File: src/rtl/rbe_conv_packer_pkg.sv
// Shared sizing and types for the RBE output packer that feeds the streamer conv sink.
package rbe_conv_packer_pkg;

  localparam int unsigned BITS_PER_TCDM_PORT = 32;
  localparam int unsigned NR_TCDM_PORTS      = 9;
  localparam int unsigned PACKER_LANES       = BITS_PER_TCDM_PORT * NR_TCDM_PORTS / 32;
  localparam int unsigned PACKER_CNT_W       = 16;

  typedef enum logic {
    PK_FILL = 1'b0,
    PK_HOLD = 1'b1
  } packer_state_t;

  // Packer status, aggregated into the accelerator's top-level flags.
  typedef struct packed {
    logic                    busy;
    logic [PACKER_CNT_W-1:0] beat_cnt;
  } flags_packer_t;

endpackage

File: src/rtl/rbe_conv_packer.sv
// Packs IW-bit elements into BW-bit TCDM words with byte strobes; a last-marked
// element flushes a partial word so tiles need not fill every lane.
module rbe_conv_packer
  import rbe_conv_packer_pkg::*;
#(
  parameter int unsigned IW    = 32,
  parameter int unsigned BW    = 288,
  parameter int unsigned CNT_W = 16
) (
  input  logic              clk_i,
  input  logic              rst_i,
  input  logic              clear_i,
  input  logic              enable_i,
  input  logic              in_valid_i,
  output logic              in_ready_o,
  input  logic [IW-1:0]     in_data_i,
  input  logic              in_last_i,
  output logic              out_valid_o,
  input  logic              out_ready_i,
  output logic [BW-1:0]     out_data_o,
  output logic [BW/8-1:0]   out_strb_o,
  output logic              busy_o,
  output logic [CNT_W-1:0]  beat_cnt_o
);

  localparam int unsigned LANES = BW / IW;
  localparam int unsigned IDX_W = (LANES > 1) ? $clog2(LANES) : 1;
  localparam int unsigned LB    = IW / 8;

  if (BW % IW != 0) begin : g_bw_check
    $error("rbe_conv_packer: BW must be a multiple of IW");
  end
  if (IW % 8 != 0) begin : g_iw_check
    $error("rbe_conv_packer: IW must be a multiple of 8");
  end

  packer_state_t     state_q, state_d;
  logic [IDX_W-1:0]  idx_q, idx_d;
  logic [BW-1:0]     data_q, data_d;
  logic [BW/8-1:0]   strb_q, strb_d;
  logic [CNT_W-1:0]  cnt_q, cnt_d;
  logic              accept;

  assign accept = in_valid_i && in_ready_o;

  always_ff @(posedge clk_i) begin
    if (rst_i || clear_i) begin
      state_q <= PK_FILL;
      idx_q   <= '0;
      data_q  <= '0;
      strb_q  <= '0;
      cnt_q   <= '0;
    end else begin
      state_q <= state_d;
      idx_q   <= idx_d;
      data_q  <= data_d;
      strb_q  <= strb_d;
      cnt_q   <= cnt_d;
    end
  end

  // A HOLD word leaving downstream may coincide with the first element of the next word.
  always_comb begin
    state_d = state_q;
    idx_d   = idx_q;
    data_d  = data_q;
    strb_d  = strb_q;
    cnt_d   = cnt_q;
    unique case (state_q)
      PK_FILL: begin
        if (accept) begin
          data_d[idx_q*IW +: IW] = in_data_i;
          strb_d[idx_q*LB +: LB] = '1;
          if ((idx_q == IDX_W'(LANES - 1)) || in_last_i) begin
            state_d = PK_HOLD;
            idx_d   = '0;
          end else begin
            idx_d = idx_q + 1'b1;
          end
        end
      end
      PK_HOLD: begin
        if (out_ready_i) begin
          cnt_d   = cnt_q + 1'b1;
          data_d  = '0;
          strb_d  = '0;
          idx_d   = '0;
          state_d = PK_FILL;
          if (accept) begin
            data_d[IW-1:0] = in_data_i;
            strb_d[LB-1:0] = '1;
            if ((LANES == 1) || in_last_i) begin
              state_d = PK_HOLD;
            end else begin
              idx_d = IDX_W'(1);
            end
          end
        end
      end
      default: state_d = PK_FILL;
    endcase
  end

  always_comb begin
    out_valid_o = (state_q == PK_HOLD);
    in_ready_o  = enable_i && ((state_q == PK_FILL) || out_ready_i);
    out_data_o  = data_q;
    out_strb_o  = strb_q;
    busy_o      = (state_q == PK_HOLD) || (idx_q != '0);
    beat_cnt_o  = cnt_q;
  end

endmodule

File: config.mk
export PLATFORM = sky130hd
export DESIGN_NAME = rbe_conv_packer
export DESIGN_NICKNAME = d
export VERILOG_FILES = /design/src/rtl/rbe_conv_packer_pkg.sv /design/src/rtl/rbe_conv_packer.sv
export SDC_FILE = /design/constraint.sdc
export NUM_CORES = 1
export LEC_CHECK = 0
export ABC_AREA = 1
export CORE_MARGIN = 2
export CORE_UTILIZATION = 41
export CTS_CLUSTER_DIAMETER = 200
export DETAILED_ROUTE_END_ITERATION = 8
export GPL_ROUTABILITY_DRIVEN = 0
export PLACE_DENSITY = 0.74
export SLEW_MARGIN = 5
export SYNTH_ARGS = -nofsm -noshare
export SYNTH_HDL_FRONTEND = slang
export SYNTH_SLANG_ARGS = --single-unit
File: constraint.sdc
create_clock -name clk_i -period 3.81 [get_ports clk_i]
set_input_delay 0.5715 -clock clk_i [delete_from_list [all_inputs] [get_ports clk_i]]
set_output_delay 0.5715 -clock clk_i [all_outputs]
set_load 0.01 [all_outputs]
# Word level (Yosys, flattened, before mapping)
# Cells that the tools add are included.
op_classes:
  shifts: 4
  reduce_logical: 9
  bitwise: 1
  addsub: 4
  muxes: 22
  n_eq_ne: 3
ops:
  columns: ["operator", "count"]
  rows:
  - ["288-bit 2-to-1 mux", 2]
  - ["288-bit case mux with 2 select lines", 1]
  - ["288-bit bitwise mux", 1]
  - ["32-bit by 34-bit variable shift with 288-bit output (first input constant)", 1]
  - ["32-bit by 34-bit indexed part select with 288-bit output", 1]
  - ["36-bit 2-to-1 mux", 2]
  - ["36-bit case mux with 2 select lines", 1]
  - ["36-bit bitwise mux", 1]
  - ["4-bit by 34-bit variable shift with 36-bit output (first input constant)", 1]
  - ["4-bit by 34-bit indexed part select with 36-bit output (first input constant)", 1]
  - ["6-bit negation with 34-bit output", 1]
  - ["9-bit negation with 34-bit output", 1]
  - ["32-bit 2-to-1 mux", 1]
  - ["16-bit by 1-bit adder with 16-bit output (second input constant)", 1]
  - ["4-bit 2-to-1 mux", 4]
  - ["4-bit case mux with 2 select lines", 1]
  - ["1-bit 2-to-1 mux", 7]
  - ["4-bit by 1-bit adder with 4-bit output (second input constant)", 1]
  - ["4-bit == test (second input constant)", 1]
  - ["1-bit logical OR", 4]
  - ["2-bit inequality test (second input constant)", 2]
  - ["2-bit AND reduction", 2]
  - ["4-bit nonzero test", 1]
  - ["1-bit logical AND", 2]
  - ["2 further kinds", 2]
word_totals:
  output_inout_bits: 343
  ff_bits: 345

# Longest topological paths before layout
# Gate-level depths: netlist of run 1.
logic_depth:
  ltp_word: 7
  depth_mapped: 17
  ltp_nobuf: 13

# Least setup slack after synthesis of run 1
# No wires, ideal clock.
synth_timing:
  path_type: "register to register"
  startpoint: "register idx_q[0]"
  endpoint: "register data_q[153], in the netlist out_data_o[153]"
  arrival_ns: 2.376
  setup_time_ns: 0.114
  slack_ns: 1.321
  path_stages_with_launch: 17
  n_path_buf: 4
  cell_sequence: "dfxtp_1 inv_1 clkbuf_1 buf_1 ha_1 buf_2 inv_2 nand2_1 clkinv_1 nand2_1 nor2_1 nand2_1 nand2_1 nand2_2 buf_2 o21bai_1 nor2_1"
synth_between:
  elab_chain_cells: 5
synth_rtl:
  columns: ["item", "line", "source"]
  rows:
  - ["from (decl)", "rbe_conv_packer.sv:38", "logic [IDX_W-1:0] idx_q, idx_d;"]
  - ["from (signal assigned)", "rbe_conv_packer.sv:55", "idx_q <= idx_d;"]
  - ["9-bit negation with 34-bit output (*)", "rbe_conv_packer.sv:72", "data_d[idx_q*IW +: IW] = in_data_i;"]
  - ["32-bit by 34-bit indexed part select with 288-bit output / 32-bit by 34-bit variable shift with 288-bit output (equally long branches)", "rbe_conv_packer.sv:72", null]
  - ["288-bit bitwise mux (*)", "rbe_conv_packer.sv:72", null]
  - ["288-bit 2-to-1 mux (*)", "rbe_conv_packer.sv:71", "if (accept) begin"]
  - ["288-bit case mux with 2 select lines (*)", "rbe_conv_packer.sv:69", "unique case (state_q)"]
  - ["to (signal assigned)", "rbe_conv_packer.sv:56", "data_q <= data_d;"]
  - ["to (decl)", "rbe_conv_packer.sv:39", "logic [BW-1:0] data_q, data_d;"]
# Every way passes the cells marked *; elsewhere a longest branch is shown, timed or not. The select of a mux whose other input is x is not followed.
# A chain may end at the register's enable or synchronous reset.

# Final worst setup path of run 1
layout_timing:
  startpoint: "register state_q, in the netlist out_valid_o"
  endpoint: "output busy_o"
layout_between:
  elab_chain_cells: 1
layout_rtl:
  columns: ["item", "line", "source"]
  rows:
  - ["from (decl)", "rbe_conv_packer.sv:37", "packer_state_t state_q, state_d;"]
  - ["from (signal assigned)", "rbe_conv_packer.sv:54", "state_q <= state_d;"]
  - ["1-bit logical OR", "rbe_conv_packer.sv:109", "busy_o = (state_q == PK_HOLD) || (idx_q != '0);"]
  - ["to (decl)", "rbe_conv_packer.sv:22", "output logic busy_o,"]
# Every way passes these cells.

==> reports/qor.csv, run 1 <==
metric;value;unit
cts-resized-gates;0;
slew_headroom;0.278;
async_flop_share;0;
diodes;0;
cp_slowest_cell;dfxtp_1;
crit_arrival;2740;ps
grt-ovfl-total;0;
antenna_left;0;
powerDensity;397;nW/µm²
rsz0062_at_grt;no;
synth.area.top_cells;dfxtp_1 48%, a21oi_1 12%, nand2_1 12%, nand3_1 7.3%, inv_1 3.1%;
seq_area_frac_synth;0.484;
p_leak;0.00626;µW
period_share;0.869;
row_count;65;
ir_drop;0.000225;V
finalNetCount;2111;
synth_area_per_cell;7.38;µm²
report.final.slew_viol_count;0;
critical_path_class;flip-flop to output port;
max-cap-violations;0;
crit_path_max_incr_delay;750;ps
placed_area;16900;µm²
worst_pin_slew;1080;ps
fp.dieH;183;µm
clock_latency;510;ps
clock_sink_count;318;
cts_tree;yes;
dr_total_vias;13500;
yosysMostFrequentCell;nand2_1;
switching_share;0.229;
crit_chain;clkinv_1 -> buf_4 -> nand3_1 -> clkdlybuf4s50_1;
synth_edf_count;0;
ys_warn_count;0;
antenna_found_initial;0;
grt_pass1_vias;12400;
fin_tns_setup;0;ps
power_frac_seq;0.466;
cts_buffer_depth;3;
synthCells;1784;
avgRoutedWirePerCell;19.7;µm
die-area;33500;µm²
cts_buffers;35;
synth_area;13200;µm²
io_buffers;381;
synth.distinct_cells;33;
post-route-drc-count;0;
min_path_type;flip-flop to flip-flop;
synthFlopType;dfxtp_1;
synth-seq-cells;318;
max_freq;302;MHz
finalSetupViolations;0;
grt_max_degree;106;
h-tree-depth;2;
drt_iter0_markers;1287;
internal-power;5530;µW
post_cts_buffers;0;
period_minus_slack;3310;ps
viasPerCell;5.42;
p_switching;1640;µW
syn_to_final_growth;37.4;%
required;3240;ps
synth_common_cells;415 x nand2_1, 318 x dfxtp_1, 312 x a21oi_1;
first_pass_iters;6;
wl;49000;µm
syn_nets;1828;
io_pins;382;
run_status;finished, final reports clean;
critPathLaunchType;flip-flop;
critPathMaxFanout;46;
core-area;31600;µm²
path_clk_slew;60;ps
synth_area_leader_cell;dfxtp_1;
start_util;0.417;
grt_usage;0.278;
drive_above_1_share;0.0560;
root_buffer;clkbuf_16;
postCtsHoldBufs;0;
die-width;183;µm
synth_top_area_frac;0.484;
p_clk_frac;0.481;
worstSetupEndpointType;output port;
post-route-cell-area;18100;µm²
combPwrFrac;0.053;
fin_worst_skew;12.6;ps
hpwl;33800;µm
final-hold-violation-count;0;
grt_pass1_wl;72500;µm
[final cells by class]
cell class	instances	area (µm²)
fillers	2918	13500
flip-flops and latches	318	6370
multi-input cells	1183	5520
repair buffers	414	4090
clock buffers	54	1050
well taps	402	503
inverters	115	439
clock inverters	6	113
[worst max-delay path, delay by kind of cell, from the launching register on]
family                 cells  cell delay, ps
and+or+nand+nor            1             230
buffers and inverters      3            1240
DFF                        1             750
[per-layer routing]
metal | track usage | part of all wire | vias up
met1 | 0.346 | 0.39 | 6344
met2 | 0.459 | 0.47 | 623
met5 | 0 | 0 | -
li1 | - | - | 6433
met3 | 0.0757 | 0.098 | 110
met4 | 0.110 | 0.040 | 0
[registers in the layout, indices dropped and copies added (netlist names)]
| register | flops |
|---|---|
| out_valid_o | 1 |
| idx_q | 4 |
| beat_cnt_o | 16 |
| out_data_o | 288 |
| out_strb_o | 9 |
[layout by cell type, fill, tap and decap left out, drive strengths merged]
master | synthesis | final
buf | 97 | 33
o21bai | 2 | 2
nor2 | 97 | 97
o21a | 1 | 1
dfxtp | 318 | 318
xor2 | 1 | 1
a21oi | 312 | 312
o211ai | 2 | 2
nand3 | 193 | 193
a31oi | 1 | 1
ha | 5 | 5
nor3b | 1 | 1
and3 | 2 | 2
clkbuf | 71 | 54
nand3b | 1 | 1
nand4 | 52 | 52
inv | 113 | 114
nand2 | 424 | 424
clkinv | 2 | 4
nor3 | 78 | 78
a21o | 1 | 1
clkdlybuf4s50 | 0 | 381
o21ai | 10 | 10
bufinv | 0 | 3
[per-stage QoR]
step                      hold WS (ps)  power, µW   util  setup WS, ps  cells
after global routing               479       7340  0.573           422   2492
final                              459       7170  0.573           499   2492
after CTS                          461       7200  0.573           460   2492
after floorplan                    452       3600      -          1320   1784
after global placement             447       3790  0.536           980   2432
after detailed placement           452       3790  0.536           918   2432
[cell families (layout without fill, tap and decap cells)]
logic type               count (synthesis)  after routing  share of synthesized area
buffers and inverters                  283            589                     0.0986
flip-flops                             318            318                      0.484
AO/OA/AOI/OAI                          329            329                      0.126
AND/OR/NAND/NOR                        848            848                      0.286
XOR/XNOR                                 1              1                   0.000666
adder cells (fa/ha/maj)                  5              5                    0.00475
[power groups by stage]
stage,combinational [µW],sequential (µW),clock [µW]
after global placement,370,3420,0
after detailed placement,373,3420,0
after floorplan,176,3420,0
after CTS,374,3340,3480
final,379,3340,3450
after global routing,397,3340,3600
[worst paths after layout]
check / slack (ps) / end / from / cells past startpoint
min reg2reg: 460 / out_data_o[135]$_SDFFE_PP0P_ / out_data_o[135]$_SDFFE_PP0P_ / 2
max: 500 / busy_o / out_valid_o$_SDFF_PP0_ / 4
min: 460 / out_data_o[135]$_SDFFE_PP0P_ / out_data_o[135]$_SDFFE_PP0P_ / 2
max reg2reg: 880 / out_data_o[129]$_SDFFE_PP0P_ / idx_q[0]$_SDFFE_PP0P_ / 11
(Power assumes the default switching activity.)
==> run 2: changes to the inputs <==
CELL_PAD_IN_SITES_DETAIL_PLACEMENT = 1   (was unset)
CELL_PAD_IN_SITES_GLOBAL_PLACEMENT = 2   (was unset)
CORE_UTILIZATION = 28   (was 41)
PLACE_DENSITY = 0.88   (was 0.74)
clock period = 4.3 ns   (was 3.81 ns; I/O delays follow)
==> run 2 against run 1 <==
Against the previous run:
- via count rose by 1.7%
- die area rose by 45%
- critical path depth fell by 1
- non-clock buffer count fell by 13
- utilization fell by 18 points
- sequential power fell by 11%
- flip-flop and latch count did not move
- first-iteration DRC count fell by 25%
- combinational power fell by 7.9%
- sequential share of layout area fell by 0.35 points
- critical path type unchanged
- critical endpoint unchanged
- largest power group unchanged
- highest routed layer is now met5
==> reports/qor.csv, run 2 (synthesis gave the netlist of run 1 again) <==
metric;value;unit;change
critPathMaxFanout;24;;-48%
dp_slack;853;ps;-64.9 ps
timing.rr.start;out_valid_o$_SDFF_PP0_;;
start_util;0.283;;-0.134
io_pins;382;;unchanged
ir_drop;0.000203;V;-9.8%
cts-resized-gates;0;;unchanged
grt_pass1_wl;85600;µm;+18%
p_switching;1540;µW;-6.0%
final_cell_mix;413 x nand2_1, 381 x clkdlybuf4s50_1, 318 x dfxtp_1;;
grt_usage;0.232;;-0.0461
power_frac_seq;0.458;;-0.008
fp.dieH;221;µm;+21%
io_buffers;381;;unchanged
run_status;finished, final reports clean;;
period_share;0.784;;
fin_worst_skew;14.3;ps;+1.76 ps
slew_headroom;0.175;;-0.103
antenna_left;0;;unchanged
startpoint;out_valid_o$_SDFF_PP0_;;
h-tree-depth;2;;unchanged
finalSetupViolations;0;;unchanged
p_leak;0.00622;µW;-0.65%
cts_tree;yes;;
grt-ovfl-total;0;;unchanged
path_clk_slew;60;ps;about the same
fin_tns_setup;0;ps;unchanged
drt_iter0_markers;969;;-25%
fin_ws;928;ps;+429 ps
die-width;221;µm;+21%
report.final.slew_viol_count;0;;unchanged
critical_path_class;flip-flop to output port;;
grt_max_degree;119;;+12%
dr_total_vias;13700;;+1.7%
min_path_type;flip-flop to flip-flop;;
ff2ff_path_depth;6;;-5
p_clk_frac;0.488;;+0.007
final-hold-violation-count;0;;unchanged
num-fill-cells;5652;;+94%
grt_pass1_vias;13600;;+9.3%
hpwl;39800;µm;+18%
rsz0062_at_grt;no;;
largest_register_ffs;288;;unchanged
required;3650;ps;+410 ps
drive_above_1_share;0.0515;;-0.00449
avgRoutedWirePerCell;21.5;µm;+9.4%
powerDensity;354;nW/µm²;-11%
cts_buffers;39;;+11%
postCtsHoldBufs;0;;unchanged
r2r_end;out_data_o[270]$_SDFFE_PP0P_;;
post_cts_buffers;0;;unchanged
clock_sink_count;318;;unchanged
die-area;48700;µm²;+45%
multiInputGateArea;5520;µm²;unchanged
setup.worst_path.end;busy_o;;
critPathLaunchType;flip-flop;;
max_freq;297;MHz;
core-area;46500;µm²;+47%
seq_area;6370;µm²;unchanged
internal-power;4930;µW;-11%
worst-r2r-setup-slack;930;ps;+50 ps
root_buffer;clkbuf_16;;
period_minus_slack;3370;ps;
worstSetupEndpointType;output port;;
crit_arrival;2730;ps;about the same
combPwrFrac;0.054;;about the same
antenna_found_initial;2;;+2
layout_commonest_cell;nand2_1;;
switching_share;0.238;;+0.00954
finalNetCount;2102;;-0.43%
post-route-drc-count;0;;unchanged
viasPerCell;5.12;;-5.6%
cts_buffer_depth;3;;unchanged
worst_pin_slew;1240;ps;+154 ps
syn_to_final_growth;38.7;%;
final_util;0.393;;-0.180
row_count;79;;+22%
max-cap-violations;0;;unchanged
clock_latency;550;ps;+40 ps
wl;57800;µm;+18%
first_pass_iters;5;;-1
## run 2: how the worst min path moves through the flow
| stage | startpoint | to | slack [ps] | cells past startpoint |
|---|---|---|---|---|
| floorplan | idx_q[3]$_SDFFE_PP0P_ | idx_q[3]$_SDFFE_PP0P_ | 450 | 2 |
| global placement | out_data_o[75]$_SDFFE_PP0P_ | out_data_o[75]$_SDFFE_PP0P_ | 450 | 2 |
| detailed placement | out_data_o[77]$_SDFFE_PP0P_ | out_data_o[77]$_SDFFE_PP0P_ | 450 | 2 |
| CTS | out_data_o[77]$_SDFFE_PP0P_ | out_data_o[77]$_SDFFE_PP0P_ | 460 | 2 |
| global route | out_data_o[79]$_SDFFE_PP0P_ | out_data_o[79]$_SDFFE_PP0P_ | 480 | 2 |
| finish | out_data_o[77]$_SDFFE_PP0P_ | out_data_o[77]$_SDFFE_PP0P_ | 460 | 2 |
## run 2: stage by stage
stage	total power [µW]	instances	hold slack [ps]	area, µm²
floorplan	3190	1784	452	13200
global placement	3370	2624	448	17100
detailed placement	3380	2624	453	17100
CTS	6540	2685	461	18300
global route	6710	2685	481	18300
finish	6470	2686	460	18300
## run 2: power by group through the flow
stage | sequential, µW | clock [µW] | combinational [µW]
3_5_place_dp | 3030 | 0 | 349
2_1_floorplan | 3030 | 0 | 156
5_1_grt | 2960 | 3370 | 370
6_report | 2960 | 3150 | 349
3_3_place_gp | 3030 | 0 | 344
4_1_cts | 2960 | 3230 | 350
## run 2: final cells by class
class,count,share of cell area
diodes,1,0.000137
inverters,115,0.0241
multi-input cells,1183,0.302
flip-flops and latches,318,0.349
clock buffers,55,0.0624
repair buffers,401,0.218
clock inverters,6,0.00302
well taps,607,0.0416
## run 2: critical path, stage by stage, from the launching register on
cell and delay, ps:
dfxtp_1 810, inv_2 410, nand3_1 280, clkdlybuf4s50_1 680
## run 2: per-layer routing
layer / vias up / GRT usage / part of all wire
met5: - / 0 / 0.00031
met4: 2 / 0.0844 / 0.032
met3: 95 / 0.0592 / 0.074
met1: 6799 / 0.300 / 0.43
met2: 426 / 0.373 / 0.47
li1: 6420 / - / -
==> run 3: changes to the inputs <==
CORE_UTILIZATION = 23   (was 28)
PLACE_DENSITY = 0.78   (was 0.88)
clock period = 2.9 ns   (was 4.3 ns; I/O delays follow)
==> run 3 against run 2 <==
Against the previous run:
- utilization down 5.5 points
- routed wire length up 9.1%
- worst hold slack about the same
- count of clock-buffer cells in the layout down 1
- total power up 58%
- first-iteration DRC count down 15%
- flip-flop and latch count unchanged
- critical path type unchanged
- critical endpoint unchanged
==> reports/qor.csv, run 3 (synthesis gave the netlist of run 1 again) <==
metric;value;unit;change
run_status;finished, final reports clean;;
critPathTopFamily;buffers and inverters;;
cts_buffer_depth;3;;unchanged
p_clk_frac;0.513;;+0.025
period_minus_slack;2640;ps;
critical_path_class;flip-flop to output port;;
layout_commonest_cell;nand2_1;;
path_clk_slew;60;ps;about the same
io_buffers;381;;unchanged
rsz0062_at_grt;no;;
finalNetCount;2147;;+2.1%
root_buffer;clkbuf_16;;
powerDensity;536;nW/µm²;+51%
cts_buffers;39;;unchanged
cts_tree;yes;;
post_cts_buffers;0;;unchanged
crit_path_max_incr_delay;650;ps;-160 ps
largest_register_ffs;288;;unchanged
io_pins;382;;unchanged
row_count;87;;+10%
timing.hold.ws;460;ps;-0.155 ps
holdCritStartpoint;out_data_o[234]$_SDFFE_PP0P_;;
fp.dieH;243;µm;+10%
grt_max_degree;70;;-41%
worstSetupEndpointType;output port;;
ff2ff_path_depth;14;;+8
p_leak;0.00655;µW;+5.3%
report.final.slew_viol_count;0;;unchanged
viasPerCell;4.75;;-7.1%
syn_to_final_growth;45.0;%;
cp_num_buf_inv;2;;unchanged
post-route-drc-count;0;;unchanged
cts-resized-gates;0;;unchanged
crit_arrival;2210;ps;-520 ps
power_frac_seq;0.430;;-0.028
die-area;59100;µm²;+21%
worstHoldPathCells;2;;unchanged
grt_pass1_wl;92600;µm;+8.1%
critPathMaxFanout;12;;-50%
postCtsHoldBufs;0;;unchanged
r2r_end;out_data_o[131]$_SDFFE_PP0P_;;
grt-ovfl-total;0;;unchanged
start_util;0.233;;-0.0503
avgRoutedWirePerCell;21.8;µm;+1.5%
wl;63100;µm;+9.1%
combPwrFrac;0.057;;+0.003
crit_chain;inv_2 -> ha_1 -> nand3_1 -> clkdlybuf4s50_1;;
core-area;56500;µm²;+22%
ir_drop;0.000311;V;+53%
slew_headroom;0.509;;+0.334
critPathLaunchType;flip-flop;;
totalPowerFinal;10200;µW;+58%
cp_slowest_cell;clkdlybuf4s50_1;;
period_share;0.911;;
drt_iter0_markers;826;;-15%
clock_sink_count;318;;unchanged
worst-r2r-setup-slack;490;ps;-440 ps
hpwl;45000;µm;+13%
timing.rr.start;idx_q[0]$_SDFFE_PP0P_;;
final-hold-violation-count;0;;unchanged
antenna_found_initial;2;;unchanged
worst_pin_slew;734;ps;-503 ps
antenna_left;0;;unchanged
grt_pass1_vias;13800;;+1.4%
max-cap-violations;0;;unchanged
drive_above_1_share;0.0765;;+0.0250
p_switching;2470;µW;+60%
dr_total_vias;13700;;-0.19%
num-fill-cells;6792;;+20%
h-tree-depth;2;;unchanged
finalSetupViolations;0;;unchanged
clock_latency;550;ps;about the same
min_path_type;flip-flop to flip-flop;;
grt_usage;0.207;;-0.0250
fin_worst_skew;13.0;ps;-1.32 ps
path_depth;4;;+1
final_cell_mix;413 x nand2_1, 381 x clkdlybuf4s50_1, 317 x dfxtp_1;;
internal-power;7760;µW;+57%
fin_tns_setup;0;ps;unchanged
required;2470;ps;-1180 ps
worstHoldEndpoint;out_data_o[234]$_SDFFE_PP0P_;;
switching_share;0.241;;+0.00301
die-width;243;µm;+10%
max_freq;379;MHz;
first_pass_iters;4;;-1
run 3: cell types whose count changed in the layout (fill, tap and decap cells not counted), moves of 2 or more:
cell        before  now
clkbuf_8         6    9
buf_4           19   55
buf_12           1   10
clkbuf_1         8    5
clkinv_4         0    3
clkinv_2         5    2
clkinvlp_4       0    2
bufinv_16        1    5
run 3: power by group through the flow:
stage                     logic (µW)  clock network [µW]  registers [µW]
after floorplan                  232                   0            4490
after global placement           587                   0            4490
after detailed placement         591                   0            4490
after CTS                        592                5370            4390
after global routing             622                5550            4390
final                            585                5240            4390
run 3: layout make-up:
cell class                 count  area [µm²]  area share
inverter                     115         439      0.0230
clock inverter                14         226      0.0119
clock buffer                  54        1140      0.0600
sequential                   318        6370       0.334
tap                          756         946      0.0496
timing repair buffer         446        4430       0.232
antenna                        1        2.50    0.000131
multi-input combinational   1183        5520       0.290
run 3: worst max-delay path by stage:
stage / start / end
floorplan: idx_q[0]$_SDFFE_PP0P_ / out_data_o[153]$_SDFFE_PP0P_
global route: idx_q[0]$_SDFFE_PP0P_ / busy_o
global placement: enable_i / out_data_o[133]$_SDFFE_PP0P_
finish: idx_q[0]$_SDFFE_PP0P_ / busy_o
detailed placement: enable_i / out_data_o[131]$_SDFFE_PP0P_
CTS: idx_q[0]$_SDFFE_PP0P_ / busy_o
run 3: routing by layer:
| metal | track usage | wire length, µm | vias to the layer above |
|---|---|---|---|
| met3 | 0.0624 | 4890 | 72 |
| met1 | 0.273 | 28000 | 6734 |
| met5 | 0 | 0 | - |
| met2 | 0.329 | 28800 | 416 |
| met4 | 0.0534 | 1400 | 0 |
| li1 | - | - | 6494 |
run 3: worst reg2reg max path, delay by kind of cell, from the launching register on:
kind	cells	cell delay (ps)
buffers and inverters	4	770
and+or+nand+nor	9	750
DFF	1	410
adders and majority gates	1	370
run 3: metrics by stage:
step	instance area (µm²)	instances	util	setup slack, ps
2_1_floorplan	13200	1784	-	411
3_3_place_gp	17700	2818	0.313	404
3_5_place_dp	17700	2818	0.313	328
4_1_cts	19100	2886	0.338	125
5_1_grt	19100	2887	0.338	144
6_report	19100	2887	0.338	259
